`src/rtl/mem_access_stage_pkg.sv`:
```
// Shared MEM-stage types: FSM encoding, register-address width, word-alignment helper.
package mem_access_stage_pkg;

    typedef enum logic {
        IDLE = 1'b0,
        BUSY = 1'b1
    } state_t;

    localparam int REG_ADDR_W = 5;

    localparam logic [1:0] WORD_ALIGN_MASK = 2'b11;

    function automatic logic is_word_aligned(input logic [1:0] addr_lsb);
        return (addr_lsb & WORD_ALIGN_MASK) == 2'b00;
    endfunction

endpackage

```
`src/rtl/mem_access_stage_if.sv`:
```
// Data-memory req/ack bus; master = MEM stage, slave = memory.
interface mem_access_stage_if #(
    parameter int DATA_W = 32
);
    logic              DmemReq;
    logic              DmemWe;
    logic [DATA_W-1:0] DmemAddr;
    logic [DATA_W-1:0] DmemWData;
    logic              DmemAck;
    logic [DATA_W-1:0] DmemRData;

    modport master (
        output DmemReq, DmemWe, DmemAddr, DmemWData,
        input  DmemAck, DmemRData
    );

    modport slave (
        input  DmemReq, DmemWe, DmemAddr, DmemWData,
        output DmemAck, DmemRData
    );
endinterface

```
`src/rtl/mem_access_stage_mem_wb_reg.sv`:
```
// MEM/WB pipeline register: loads every cycle; bubble zeroes all fields.
// Latency one cycle, no backpressure of its own (the writeback side never stalls).
module mem_wb_reg
    import mem_access_stage_pkg::*;
#(
    parameter int DATA_W = 32
) (
    input  logic                  CLK,
    input  logic                  RST,
    input  logic                  bubble,
    input  logic                  reg_write_in,
    input  logic                  memto_reg_in,
    input  logic [DATA_W-1:0]     alu_out_in,
    input  logic [DATA_W-1:0]     read_data_in,
    input  logic [REG_ADDR_W-1:0] write_reg_in,
    input  logic                  stop_in,
    input  logic                  misalign_in,
    input  logic                  bus_err_in,
    output logic                  reg_write_w,
    output logic                  memto_reg_w,
    output logic [DATA_W-1:0]     alu_out_w,
    output logic [DATA_W-1:0]     read_data_w,
    output logic [REG_ADDR_W-1:0] write_reg_w,
    output logic                  stop_w,
    output logic                  misalign_w,
    output logic                  bus_err_w
);

    logic                  reg_write_d, reg_write_q;
    logic                  memto_reg_d, memto_reg_q;
    logic [DATA_W-1:0]     alu_out_d, alu_out_q;
    logic [DATA_W-1:0]     read_data_d, read_data_q;
    logic [REG_ADDR_W-1:0] write_reg_d, write_reg_q;
    logic                  stop_d, stop_q;
    logic                  misalign_d, misalign_q;
    logic                  bus_err_d, bus_err_q;

    always_comb begin
        reg_write_d = reg_write_in;
        memto_reg_d = memto_reg_in;
        alu_out_d   = alu_out_in;
        read_data_d = read_data_in;
        write_reg_d = write_reg_in;
        stop_d      = stop_in;
        misalign_d  = misalign_in;
        bus_err_d   = bus_err_in;
        if (bubble) begin
            reg_write_d = 1'b0;
            memto_reg_d = 1'b0;
            alu_out_d   = '0;
            read_data_d = '0;
            write_reg_d = '0;
            stop_d      = 1'b0;
            misalign_d  = 1'b0;
            bus_err_d   = 1'b0;
        end
    end

    always_ff @(posedge CLK) begin
        if (RST) begin
            reg_write_q <= 1'b0;
            memto_reg_q <= 1'b0;
            alu_out_q   <= '0;
            read_data_q <= '0;
            write_reg_q <= '0;
            stop_q      <= 1'b0;
            misalign_q  <= 1'b0;
            bus_err_q   <= 1'b0;
        end else begin
            reg_write_q <= reg_write_d;
            memto_reg_q <= memto_reg_d;
            alu_out_q   <= alu_out_d;
            read_data_q <= read_data_d;
            write_reg_q <= write_reg_d;
            stop_q      <= stop_d;
            misalign_q  <= misalign_d;
            bus_err_q   <= bus_err_d;
        end
    end

    assign reg_write_w = reg_write_q;
    assign memto_reg_w = memto_reg_q;
    assign alu_out_w   = alu_out_q;
    assign read_data_w = read_data_q;
    assign write_reg_w = write_reg_q;
    assign stop_w      = stop_q;
    assign misalign_w  = misalign_q;
    assign bus_err_w   = bus_err_q;

endmodule

```
`src/rtl/mem_access_stage.sv`:
```
// MEM stage: data-memory access over req/ack, results into MEM/WB; 1 cycle, +N per wait state.
// StallM holds upstream while an access waits for ack; MEM_TIMEOUT_EN adds a bus-error timeout.
module mem_access_stage
    import mem_access_stage_pkg::*;
#(
    parameter int DATA_W  = 32,
    parameter int TIMEOUT = 16
) (
    input  logic                  CLK,
    input  logic                  RST,
    input  logic                  RegWriteM,
    input  logic                  MemtoRegM,
    input  logic                  MemWriteM,
    input  logic                  LoadM,
    input  logic [DATA_W-1:0]     ALUOutM,
    input  logic [REG_ADDR_W-1:0] WriteRegM,
    input  logic [DATA_W-1:0]     WriteDataM,
    input  logic                  StopM,
    output logic                  StallM,
    mem_access_stage_if.master    dmem,
    output logic                  RegWriteW,
    output logic                  MemtoRegW,
    output logic [DATA_W-1:0]     ALUOutW,
    output logic [DATA_W-1:0]     ReadDataW,
    output logic [REG_ADDR_W-1:0] WriteRegW,
    output logic                  StopW,
    output logic                  MisalignW,
    output logic                  BusErrW,
    output logic                  Halted
);

    state_t            state_d, state_q;
    logic [DATA_W-1:0] addr_d, addr_q;
    logic [DATA_W-1:0] wdata_d, wdata_q;
    logic              we_d, we_q;
    logic              halted_d, halted_q;

`ifdef MEM_TIMEOUT_EN
    localparam int TMO_W = $clog2(TIMEOUT + 1);
    logic [TMO_W-1:0] tmo_d, tmo_q;
`else
    logic unused_timeout;
    assign unused_timeout = (TIMEOUT > 0);
`endif

    logic                  memop;
    logic                  aligned;
    logic                  bubble;
    logic                  w_reg_write;
    logic                  w_memto_reg;
    logic [DATA_W-1:0]     w_read_data;
    logic                  w_misalign;
    logic                  w_bus_err;

    assign memop   = LoadM | MemWriteM;
    assign aligned = is_word_aligned(ALUOutM[1:0]);

    always_comb begin
        state_d        = state_q;
        addr_d         = addr_q;
        wdata_d        = wdata_q;
        we_d           = we_q;
`ifdef MEM_TIMEOUT_EN
        tmo_d          = tmo_q;
`endif
        dmem.DmemReq   = 1'b0;
        dmem.DmemWe    = 1'b0;
        dmem.DmemAddr  = '0;
        dmem.DmemWData = '0;
        StallM         = 1'b0;
        bubble         = 1'b0;
        w_reg_write    = RegWriteM;
        w_memto_reg    = MemtoRegM;
        w_read_data    = '0;
        w_misalign     = 1'b0;
        w_bus_err      = 1'b0;

        case (state_q)
            IDLE: begin
                if (memop && !aligned) begin
                    w_reg_write = 1'b0;
                    w_memto_reg = 1'b0;
                    w_misalign  = 1'b0 | 1'b1;
                end else if (memop) begin
                    dmem.DmemReq   = 1'b1;
                    dmem.DmemWe    = MemWriteM;
                    dmem.DmemAddr  = ALUOutM;
                    dmem.DmemWData = WriteDataM;
                    if (dmem.DmemAck) begin
                        // Store wins over load when both flags are set.
                        w_reg_write = RegWriteM & ~MemWriteM;
                        w_read_data = MemWriteM ? '0 : dmem.DmemRData;
                    end else begin
                        StallM  = 1'b1;
                        bubble  = 1'b1;
                        state_d = BUSY;
                        addr_d  = ALUOutM;
                        wdata_d = WriteDataM;
                        we_d    = MemWriteM;
`ifdef MEM_TIMEOUT_EN
                        tmo_d   = '0;
`endif
                    end
                end
            end
            BUSY: begin
                dmem.DmemReq   = 1'b1;
                dmem.DmemWe    = we_q;
                dmem.DmemAddr  = addr_q;
                dmem.DmemWData = wdata_q;
                if (dmem.DmemAck) begin
                    state_d     = IDLE;
                    w_reg_write = RegWriteM & ~we_q;
                    w_read_data = we_q ? '0 : dmem.DmemRData;
`ifdef MEM_TIMEOUT_EN
                end else if (tmo_q == TMO_W'(TIMEOUT)) begin
                    state_d     = IDLE;
                    w_reg_write = 1'b0;
                    w_memto_reg = 1'b0;
                    w_bus_err   = 1'b1;
`endif
                end else begin
                    StallM = 1'b1;
                    bubble = 1'b1;
`ifdef MEM_TIMEOUT_EN
                    tmo_d  = tmo_q + 1'b1;
`endif
                end
            end
        endcase

        // Reset must drop the request in the very cycle it is sampled.
        if (RST) begin
            dmem.DmemReq = 1'b0;
            StallM       = 1'b0;
            state_d      = IDLE;
        end
    end

    assign halted_d = halted_q | (StopM & ~bubble);

    always_ff @(posedge CLK) begin
        if (RST) begin
            state_q  <= IDLE;
            addr_q   <= '0;
            wdata_q  <= '0;
            we_q     <= 1'b0;
            halted_q <= 1'b0;
`ifdef MEM_TIMEOUT_EN
            tmo_q    <= '0;
`endif
        end else begin
            state_q  <= state_d;
            addr_q   <= addr_d;
            wdata_q  <= wdata_d;
            we_q     <= we_d;
            halted_q <= halted_d;
`ifdef MEM_TIMEOUT_EN
            tmo_q    <= tmo_d;
`endif
        end
    end

    assign Halted = halted_q;

    mem_wb_reg #(
        .DATA_W (DATA_W)
    ) u_mem_wb_reg (
        .CLK          (CLK),
        .RST          (RST),
        .bubble       (bubble),
        .reg_write_in (w_reg_write),
        .memto_reg_in (w_memto_reg),
        .alu_out_in   (ALUOutM),
        .read_data_in (w_read_data),
        .write_reg_in (WriteRegM),
        .stop_in      (StopM),
        .misalign_in  (w_misalign),
        .bus_err_in   (w_bus_err),
        .reg_write_w  (RegWriteW),
        .memto_reg_w  (MemtoRegW),
        .alu_out_w    (ALUOutW),
        .read_data_w  (ReadDataW),
        .write_reg_w  (WriteRegW),
        .stop_w       (StopW),
        .misalign_w   (MisalignW),
        .bus_err_w    (BusErrW)
    );

endmodule

```
`src/flat_wrapper.sv`:
```
// flat-port wrapper written by rule: the top's interface ports become plain ports
module mem_access_stage_flat import mem_access_stage_pkg::*;
#(
    parameter int DATA_W  = 32,
    parameter int TIMEOUT = 16
)
  (CLK, RST, RegWriteM, MemtoRegM, MemWriteM, LoadM, ALUOutM, WriteRegM, WriteDataM, StopM, StallM, RegWriteW, MemtoRegW, ALUOutW, ReadDataW, WriteRegW, StopW, MisalignW, BusErrW, Halted, dmem_DmemReq, dmem_DmemWe, dmem_DmemAddr, dmem_DmemWData, dmem_DmemAck, dmem_DmemRData);
  mem_access_stage_if #(.DATA_W(DATA_W)) dmem_i ();
  input  logic CLK;
  input  logic RST;
  input  logic RegWriteM;
  input  logic MemtoRegM;
  input  logic MemWriteM;
  input  logic LoadM;
  input  logic [DATA_W-1:0] ALUOutM;
  input  logic [REG_ADDR_W-1:0] WriteRegM;
  input  logic [DATA_W-1:0] WriteDataM;
  input  logic StopM;
  output logic StallM;
  output logic RegWriteW;
  output logic MemtoRegW;
  output logic [DATA_W-1:0] ALUOutW;
  output logic [DATA_W-1:0] ReadDataW;
  output logic [REG_ADDR_W-1:0] WriteRegW;
  output logic StopW;
  output logic MisalignW;
  output logic BusErrW;
  output logic Halted;
  output wire logic [$bits(dmem_i.DmemReq)-1:0] dmem_DmemReq;
  output wire logic [$bits(dmem_i.DmemWe)-1:0] dmem_DmemWe;
  output wire logic [$bits(dmem_i.DmemAddr)-1:0] dmem_DmemAddr;
  output wire logic [$bits(dmem_i.DmemWData)-1:0] dmem_DmemWData;
  input wire logic [$bits(dmem_i.DmemAck)-1:0] dmem_DmemAck;
  input wire logic [$bits(dmem_i.DmemRData)-1:0] dmem_DmemRData;
  assign dmem_DmemReq = dmem_i.DmemReq;
  assign dmem_DmemWe = dmem_i.DmemWe;
  assign dmem_DmemAddr = dmem_i.DmemAddr;
  assign dmem_DmemWData = dmem_i.DmemWData;
  assign dmem_i.DmemAck = dmem_DmemAck;
  assign dmem_i.DmemRData = dmem_DmemRData;
  mem_access_stage #(.DATA_W(DATA_W), .TIMEOUT(TIMEOUT)) u_core (.CLK(CLK), .RST(RST), .RegWriteM(RegWriteM), .MemtoRegM(MemtoRegM), .MemWriteM(MemWriteM), .LoadM(LoadM), .ALUOutM(ALUOutM), .WriteRegM(WriteRegM), .WriteDataM(WriteDataM), .StopM(StopM), .StallM(StallM), .dmem(dmem_i), .RegWriteW(RegWriteW), .MemtoRegW(MemtoRegW), .ALUOutW(ALUOutW), .ReadDataW(ReadDataW), .WriteRegW(WriteRegW), .StopW(StopW), .MisalignW(MisalignW), .BusErrW(BusErrW), .Halted(Halted));
endmodule
```
`config.mk`:
```
export PLATFORM = sky130hd
export DESIGN_NAME = mem_access_stage_flat
export DESIGN_NICKNAME = d
export VERILOG_FILES = /design/src/rtl/mem_access_stage_pkg.sv /design/src/rtl/mem_access_stage_if.sv /design/src/rtl/mem_access_stage_mem_wb_reg.sv /design/src/rtl/mem_access_stage.sv /design/src/flat_wrapper.sv
export SDC_FILE = /design/constraint.sdc
export NUM_CORES = 1
export LEC_CHECK = 0
export ABC_CLOCK_PERIOD_IN_PS = 2700
export CELL_PAD_IN_SITES_DETAIL_PLACEMENT = 2
export CELL_PAD_IN_SITES_GLOBAL_PLACEMENT = 2
export CORE_MARGIN = 4
export CORE_UTILIZATION = 25
export CTS_BUF_LIST = sky130_fd_sc_hd__clkbuf_16
export DETAILED_ROUTE_END_ITERATION = 10
export PLACE_DENSITY_LB_ADDON = 0.1
export SYNTH_ARGS = -nofsm -noshare
export SYNTH_HDL_FRONTEND = slang
export SYNTH_SLANG_ARGS = --single-unit
export TNS_END_PERCENT = 30
```
`constraint.sdc`:
```
create_clock -name CLK -period 2.7 [get_ports CLK]
set_input_delay 0.27 -clock CLK [delete_from_list [all_inputs] [get_ports CLK]]
set_output_delay 0.27 -clock CLK [all_outputs]
set_load 0.005 [all_outputs]
```
==> results.md, run 1 <==
- Power per cell area: 593 nW/um2
- Sequential share of the synthesized area: 51.4%
- VDD IR max: 0.400 mV
- DR vias/cell: 4.97
- Slew HR: 47.4%
- Finished layout cell area: 8710 um2
- Critical Path Start: MemWriteM
- Overall routing resource usage: 17.6%
- Ratio of final minimum period to clock period: 93.0%
- Vias: 5471
- Cell depth of the worst flop-to-flop path: 5
- Kind of critical path: input pin to output pin
- Antenna-violating nets left: 0
- Max Fclk: 398 MHz
- # DRC: 0
- Post-Synthesis Cells: 594
- Area growth syn-to-layout: 59.9%
- Deepest clock path buffer count: 2
- Hold Crit Class: input pin to flip-flop
- Worst Path Max Fanout: 28
- Post-Syn Area per Cell: 9.17 um2
- Synth Flop Type: dfxtp_1
- First-pass GRT wire length: 33.8 mm
- Ports: 251
- Clk sinks: 140
- Min Tclk post-route: 2.51 ns
- FFs w/ async S/R, synth: 0%
- Die Area: 24200 um2
- Starting Density: 25.7%
- Area post-placement: 8110 um2
- Share of cells above drive strength 1: 7.04%
- Gr busiest metal: met2
- Critical path arrival: 2.24 ns
- Area contributors post-synth: dfxtp_1 51%, a22o_1 10%, nand3_1 8.7%, a21oi_1 5.8%, o21ai_0 5.8%
- Die Y: 156 um
- Synth area leader: dfxtp_1
- Area fraction of the dominant cell type after synthesis: 51.4%
- Site row count: 53
- Postcts setup bufs: 0
- Final Max Tran Viols: 0
- Synthesized cell area: 5450 um2
- Skew final: 0.00665 ns
- Total Power: 0.00517 W
- Die W: 156 um
- Final Util: 41.1%
- Syn Nets: 703
- Core Area: 21200 um2
- WL final: 22.4 mm
- Pleak: 3.04 nW
- Grt ovf: 0
- Max Cap Violations: 0
- Vias in the first global route: 5901
- CP Data Required Time: 2.43 ns
- M1 GR Usage: 20.6%
- Largest net degree at the start of global routing: 71
- Worst Setup End Kind: output pin
- R2R setup slack: 0.92 ns
- Least-Margin Pin Slew: 0.789 ns
- Num CTS Buffers: 17
- RR Endpoint: u_core.u_mem_wb_reg.reg_write_w
- Worst-skew pair later-pin latency: 0.42 ns
- Final-report hold violation count: 0
- CTS tree: built
- Clock Pin Slew Worst Setup and Hold Paths: 0.06 ns
- Fin Setup TNS: 0 ns
- DR pass1 iterations: 4
- Grt met2 use: 31.2%
- Initial antenna violation count: 1
- GPL Wtd Cong: 0.731
- DP HPWL: 15.1 mm
- Status: complete, no violations
- Startpoint types: input pin
- Yosys warns: 0
- Post-synthesis register bit count: 140
- Synth cell types: 29
- Port Buffers: 249
- Nets: 921
- Initial DRC Count: 218
- Number of synthesized flops with an enable pin: 0
- Met3 Resource Use GR: 5.74%
- Reg-to-Reg Start: u_core.state_q
- RSZ-0062 raised after global routing: no
- # H-tree levels: 4
- Clk root buf: clkbuf_16
- Fill count: 2296
- WL/cell: 20.4 um
- Critical Path Sink: dmem_DmemAddr[31]
- Final setup fails: 0
[metrics by stage]
stage | worst slack (ns) | cells | hold WS (ns)
after global placement | 0.248 | 1067 | 0.460
after detailed placement | 0.175 | 1067 | 0.469
after floorplan | 1.10 | 594 | 0.392
final | 0.188 | 1100 | 0.302
after CTS | 0.0872 | 1098 | 0.293
after global routing | 0.0452 | 1099 | 0.293
[metal layers]
layer,routed length [um],share of wire [%]
met2,11500,51
met5,13,0.058
met1,9330,42
met3,1440,6.4
met4,156,0.70
[final cells by class]
type	count	area [um2]	share of cell area (%)
repair buffers	268	2700	30.9
inverters	1	3.75	0.0431
well taps	275	344	3.95
flip-flops and latches	140	2800	32.2
multi-input cells	384	2290	26.3
diodes	1	2.50	0.0287
clock buffers	17	425	4.88
clock inverters	14	146	1.68
[registers in the layout (all words and copies together), names as in the netlist, 5 cells and up]
register and flops:
u_core.addr_q 32, u_core.u_mem_wb_reg.alu_out_w 32, u_core.u_mem_wb_reg.read_data_w 32, u_core.u_mem_wb_reg.write_reg_w 5
u_core.wdata_q 32
[kinds of logic after synthesis]
kind of cell	share of synthesized area, %
AOI/OAI and AO/OA	22.8
buffers and inverters	6.80
DFF	51.4
muxes	0.184
other	0.0688
and+or+nand+nor	18.7
[worst max-delay path, cell delays in order]
cell	delay, ns
clkdlybuf4s50_1	0.65
o21bai_4	0.13
nor3_4	0.23
buf_12	0.22
a22o_1	0.20
clkdlybuf4s50_1	0.51
[cell usage after synthesis (all sizes together), types with 2 or more instances]
library cell / number
buf: 25
dfxtp: 140
nor3: 35
clkbuf: 44
a21oi: 63
nand3: 95
nor2: 7
a211oi: 2
a22o: 62
o31a: 2
nor3b: 2
and2: 42
o21ai: 63
[placed cells by master, fill, tap and decap left out, drive strengths merged]
cell type,synthesis,layout
or3,1,1
clkinvlp,0,4
inv,1,3
clkinv,0,6
a22o,62,62
nor4,1,1
o31a,2,2
buf,25,19
o21ba,1,1
and3,1,1
nor3,35,35
bufinv,0,2
a211oi,2,2
o21bai,1,1
nand3,95,95
nor2,7,7
mux2i,1,1
conb,1,1
o21ai,63,63
and2,42,42
nand2b,1,1
nor2b,1,1
clkbuf,44,18
dfxtp,140,140
diode,0,1
or3b,1,1
nor3b,2,2
clkdlybuf4s50,0,248
a21oi,63,63
a31o,1,1
[power by group]
group	total (W)	switching, W	leakage (nW)	internal, W
logic	0.000701	0.000324	1.64	0.000377
clock network	0.00230	0.000946	0.267	0.00136
registers	0.00217	0.0000281	1.14	0.00214
[worst min path at each step]
stage,start,endpoint,slack [ns],cells past startpoint
2_1_floorplan,ALUOutM[10],u_core.u_mem_wb_reg.alu_out_w[10],0.39,1
3_3_place_gp,u_core.addr_q[0],u_core.addr_q[0],0.46,1
3_5_place_dp,u_core.addr_q[1],u_core.addr_q[1],0.47,1
4_1_cts,RST,u_core.addr_q[16],0.29,2
5_1_grt,RST,u_core.addr_q[16],0.29,2
6_report,RST,u_core.addr_q[2],0.30,2
[what timing repair did]
action | 4_1_cts | 5_1_grt
hold endpoints to repair | 0 | 0
hold buffers | 0 | 0
endpoints found under the setup margin | 0 | 1
gates resized for setup | 0 | 1
Note: power is estimated with default switching activity, not from simulation.
==> run 2: changes to the inputs <==
HOLD_SLACK_MARGIN = 0.03   (was default)
REMOVE_ABC_BUFFERS = 1   (was default)
SLEW_MARGIN = 20   (was default)
==> results.md, run 2 (synthesized netlist as in run 1, its figures left out) <==
- Least-Margin Pin Slew: 0.649 ns (-0.140 ns)
- VDD IR max: 0.367 mV (-8.3%)
- Place WS: 0.158 ns (-0.0175 ns)
- Grt ovf: 0 (unchanged)
- Ant diodes: 0 (-1)
- Post_cts resized: 0 (unchanged)
- Clk root buf: clkbuf_16
- Power per cell area: 612 nW/um2 (+3.2%)
- Critical path's top delay family: buffers and inverters
- Kind of critical path: flip-flop to output pin
- Sw Pwr: 0.00128 W (-1.3%)
- M1 GR Usage: 21.4% (+0.83 points)
- Pleak: 3.07 nW (+0.72%)
- Antenna-violating nets left: 0 (unchanged)
- Min Tclk post-route: 2.55 ns (+0.0357 ns)
- Postcts setup bufs: 0 (unchanged)
- Inst Count DP: 1067 (unchanged)
- # H-tree levels: 4 (unchanged)
- CP max stage cell: clkdlybuf4s50_1
- Ratio of final minimum period to clock period: 94.4% (+1.3 points)
- Most frequent cells in the layout: 248 x clkdlybuf4s50_1, 139 x dfxtp_1, 95 x nand3_1, 63 x o21ai_0, 63 x a21oi_1
- CTS tree: built
- Site row count: 53 (unchanged)
- Num CTS Buffers: 17 (unchanged)
- Critical path arrival: 2.28 ns (+0.04 ns)
- Startpoint types: flip-flop
- Area growth syn-to-layout: 60.0% (about the same)
- DR pass1 iterations: 4 (unchanged)
- R2R setup slack: 0.57 ns (-0.35 ns)
- Share of cells above drive strength 1: 7.05% (+0.0086 points)
- Vias: 5399 (-1.3%)
- Overall routing resource usage: 17.6% (-0.051 points)
- Worst path cell trace: buf_4, buf_4, and2_1, a31o_2, clkdlybuf4s50_1
- Clk sinks: 140 (unchanged)
- Clock Pin Slew Worst Setup and Hold Paths: 0.07 ns (about the same)
- Worst Path Max Fanout: 26 (-7.1%)
- Sequential Power Share: 40.5% (-1.4 points)
- Crit. path cell count: 5 (-1)
- Slew HR: 56.8% (+9.4 points)
- Die Y: 156 um (unchanged)
- Worst-skew pair later-pin latency: 0.41 ns (about the same)
- Max Fclk: 392 MHz (-1.4%)
- Pint: 0.00406 W (+4.9%)
- Cell depth of the worst flop-to-flop path: 6 (+1)
- First-pass GRT wire length: 33.7 mm (-0.49%)
- Starting Density: 25.7% (unchanged)
- RSZ-0062 raised after global routing: no
- Gr busiest metal: met2
- Worst Setup End Kind: output pin
- DR vias/cell: 4.92 (-1.1%)
- Critical path buffer and inverter count: 3 (unchanged)
- GPL Wtd Cong: 0.725 (-0.86%)
- Hold Crit Class: input pin to flip-flop
- WL/cell: 19.8 um (-2.6%)
- Core Area: 21200 um2 (unchanged)
- Die Area: 24200 um2 (unchanged)
- Deepest clock path buffer count: 2 (unchanged)
- Port Buffers: 249 (unchanged)
- Fin Setup TNS: 0 ns (unchanged)
- Crit-path max cell delay: 0.53 ns (-0.12 ns)
- Final WS setup: 0.152 ns (-0.0357 ns)
- # DRC: 0 (unchanged)
- Largest net degree at the start of global routing: 65 (-8.5%)
- Most common cell after layout, fill and taps aside: clkdlybuf4s50_1
- Clock Power Share: 46.5% (+2.0 points)
- Max Cap Violations: 0 (unchanged)
- Worst hold path depth: 2 (unchanged)
- Initial DRC Count: 159 (-27%)
- DP HPWL: 15.0 mm (-1.1%)
- Combinational cell fraction of total power: 13.0% (-0.6 points)
- Skew final: 0.00774 ns (+0.00109 ns)
- Ports: 251 (unchanged)
- Grt met2 use: 30.8% (-0.37 points)
- Nets: 920 (-0.11%)
- Final Max Tran Viols: 0 (unchanged)
- Die W: 156 um (unchanged)
- WL final: 21.8 mm (-2.8%)
- Switching share of power: 24.0% (-1.1 points)
- Initial antenna violation count: 1 (unchanged)
- Cell mode on critical path: buf_4
- Final setup fails: 0 (unchanged)
- Non-Filler Instances: 1098 (-0.18%)
- Final-report hold violation count: 0 (unchanged)
- CP Data Required Time: 2.43 ns (about the same)
- Status: complete, no violations
- Met3 Resource Use GR: 4.13% (-1.6 points)
- Hold_buf cts: 0 (unchanged)
- Vias in the first global route: 5932 (+0.53%)
run 2: cell type report:
class / count / area, um2
fillers: 2301 / 12500
flip-flops and latches: 140 / 2800
repair buffers: 267 / 2650
multi-input cells: 384 / 2300
clock buffers: 17 / 425
well taps: 275 / 344
clock inverters: 14 / 195
inverters: 1 / 3.75
run 2: per-layer routing:
metal | vias to the layer above | part of all wire, %
met2 | 144 | 50
li1 | 2568 | -
met3 | 19 | 4.6
met4 | 2 | 1.3
met1 | 2666 | 44
met5 | - | 0.060
run 2: worst reg2reg max path, delay by kind of cell, from the launching register on:
kind          cells  cell delay [ns]
flops             1             0.36
mux               1             0.27
buf+inv           3             1.04
simple gates      2             0.36
run 2: metrics by stage:
step / instance area, um2 / total power (W) / hold WS (ns) / utilization (%)
floorplan: 5080 / 0.00240 / 0.339 / -
global placement: 8100 / 0.00289 / 0.460 / 38.2
detailed placement: 8100 / 0.00291 / 0.474 / 38.2
CTS: 8720 / 0.00542 / 0.148 / 41.1
global route: 8720 / 0.00557 / 0.170 / 41.1
finish: 8720 / 0.00534 / 0.170 / 41.1
run 2: path summary, 6_finish.rpt:
check	start	endpoint
setup / recovery	u_core.state_q	dmem_DmemWe
hold / removal	RST	u_core.wdata_q[28]
setup reg to reg	u_core.state_q	u_core.u_mem_wb_reg.read_data_w[21]
hold reg to reg	u_core.addr_q[27]	u_core.addr_q[27]
run 2: power by group through the flow:
stage / registers (W) / logic [W] / clock network [W]
floorplan: 0.00221 / 0.000190 / 0
global placement: 0.00221 / 0.000686 / 0
detailed placement: 0.00221 / 0.000704 / 0
CTS: 0.00216 / 0.000710 / 0.00255
global route: 0.00217 / 0.000754 / 0.00264
finish: 0.00216 / 0.000695 / 0.00248
==> run 3: changes to the inputs <==
HOLD_SLACK_MARGIN = default   (was 0.03)
REMOVE_ABC_BUFFERS = default   (was 1)
SKIP_CTS_REPAIR_TIMING = 1   (was default)
==> results of run 3 <==
The final DEF is identical to that of run 1; final timing and power are the same.
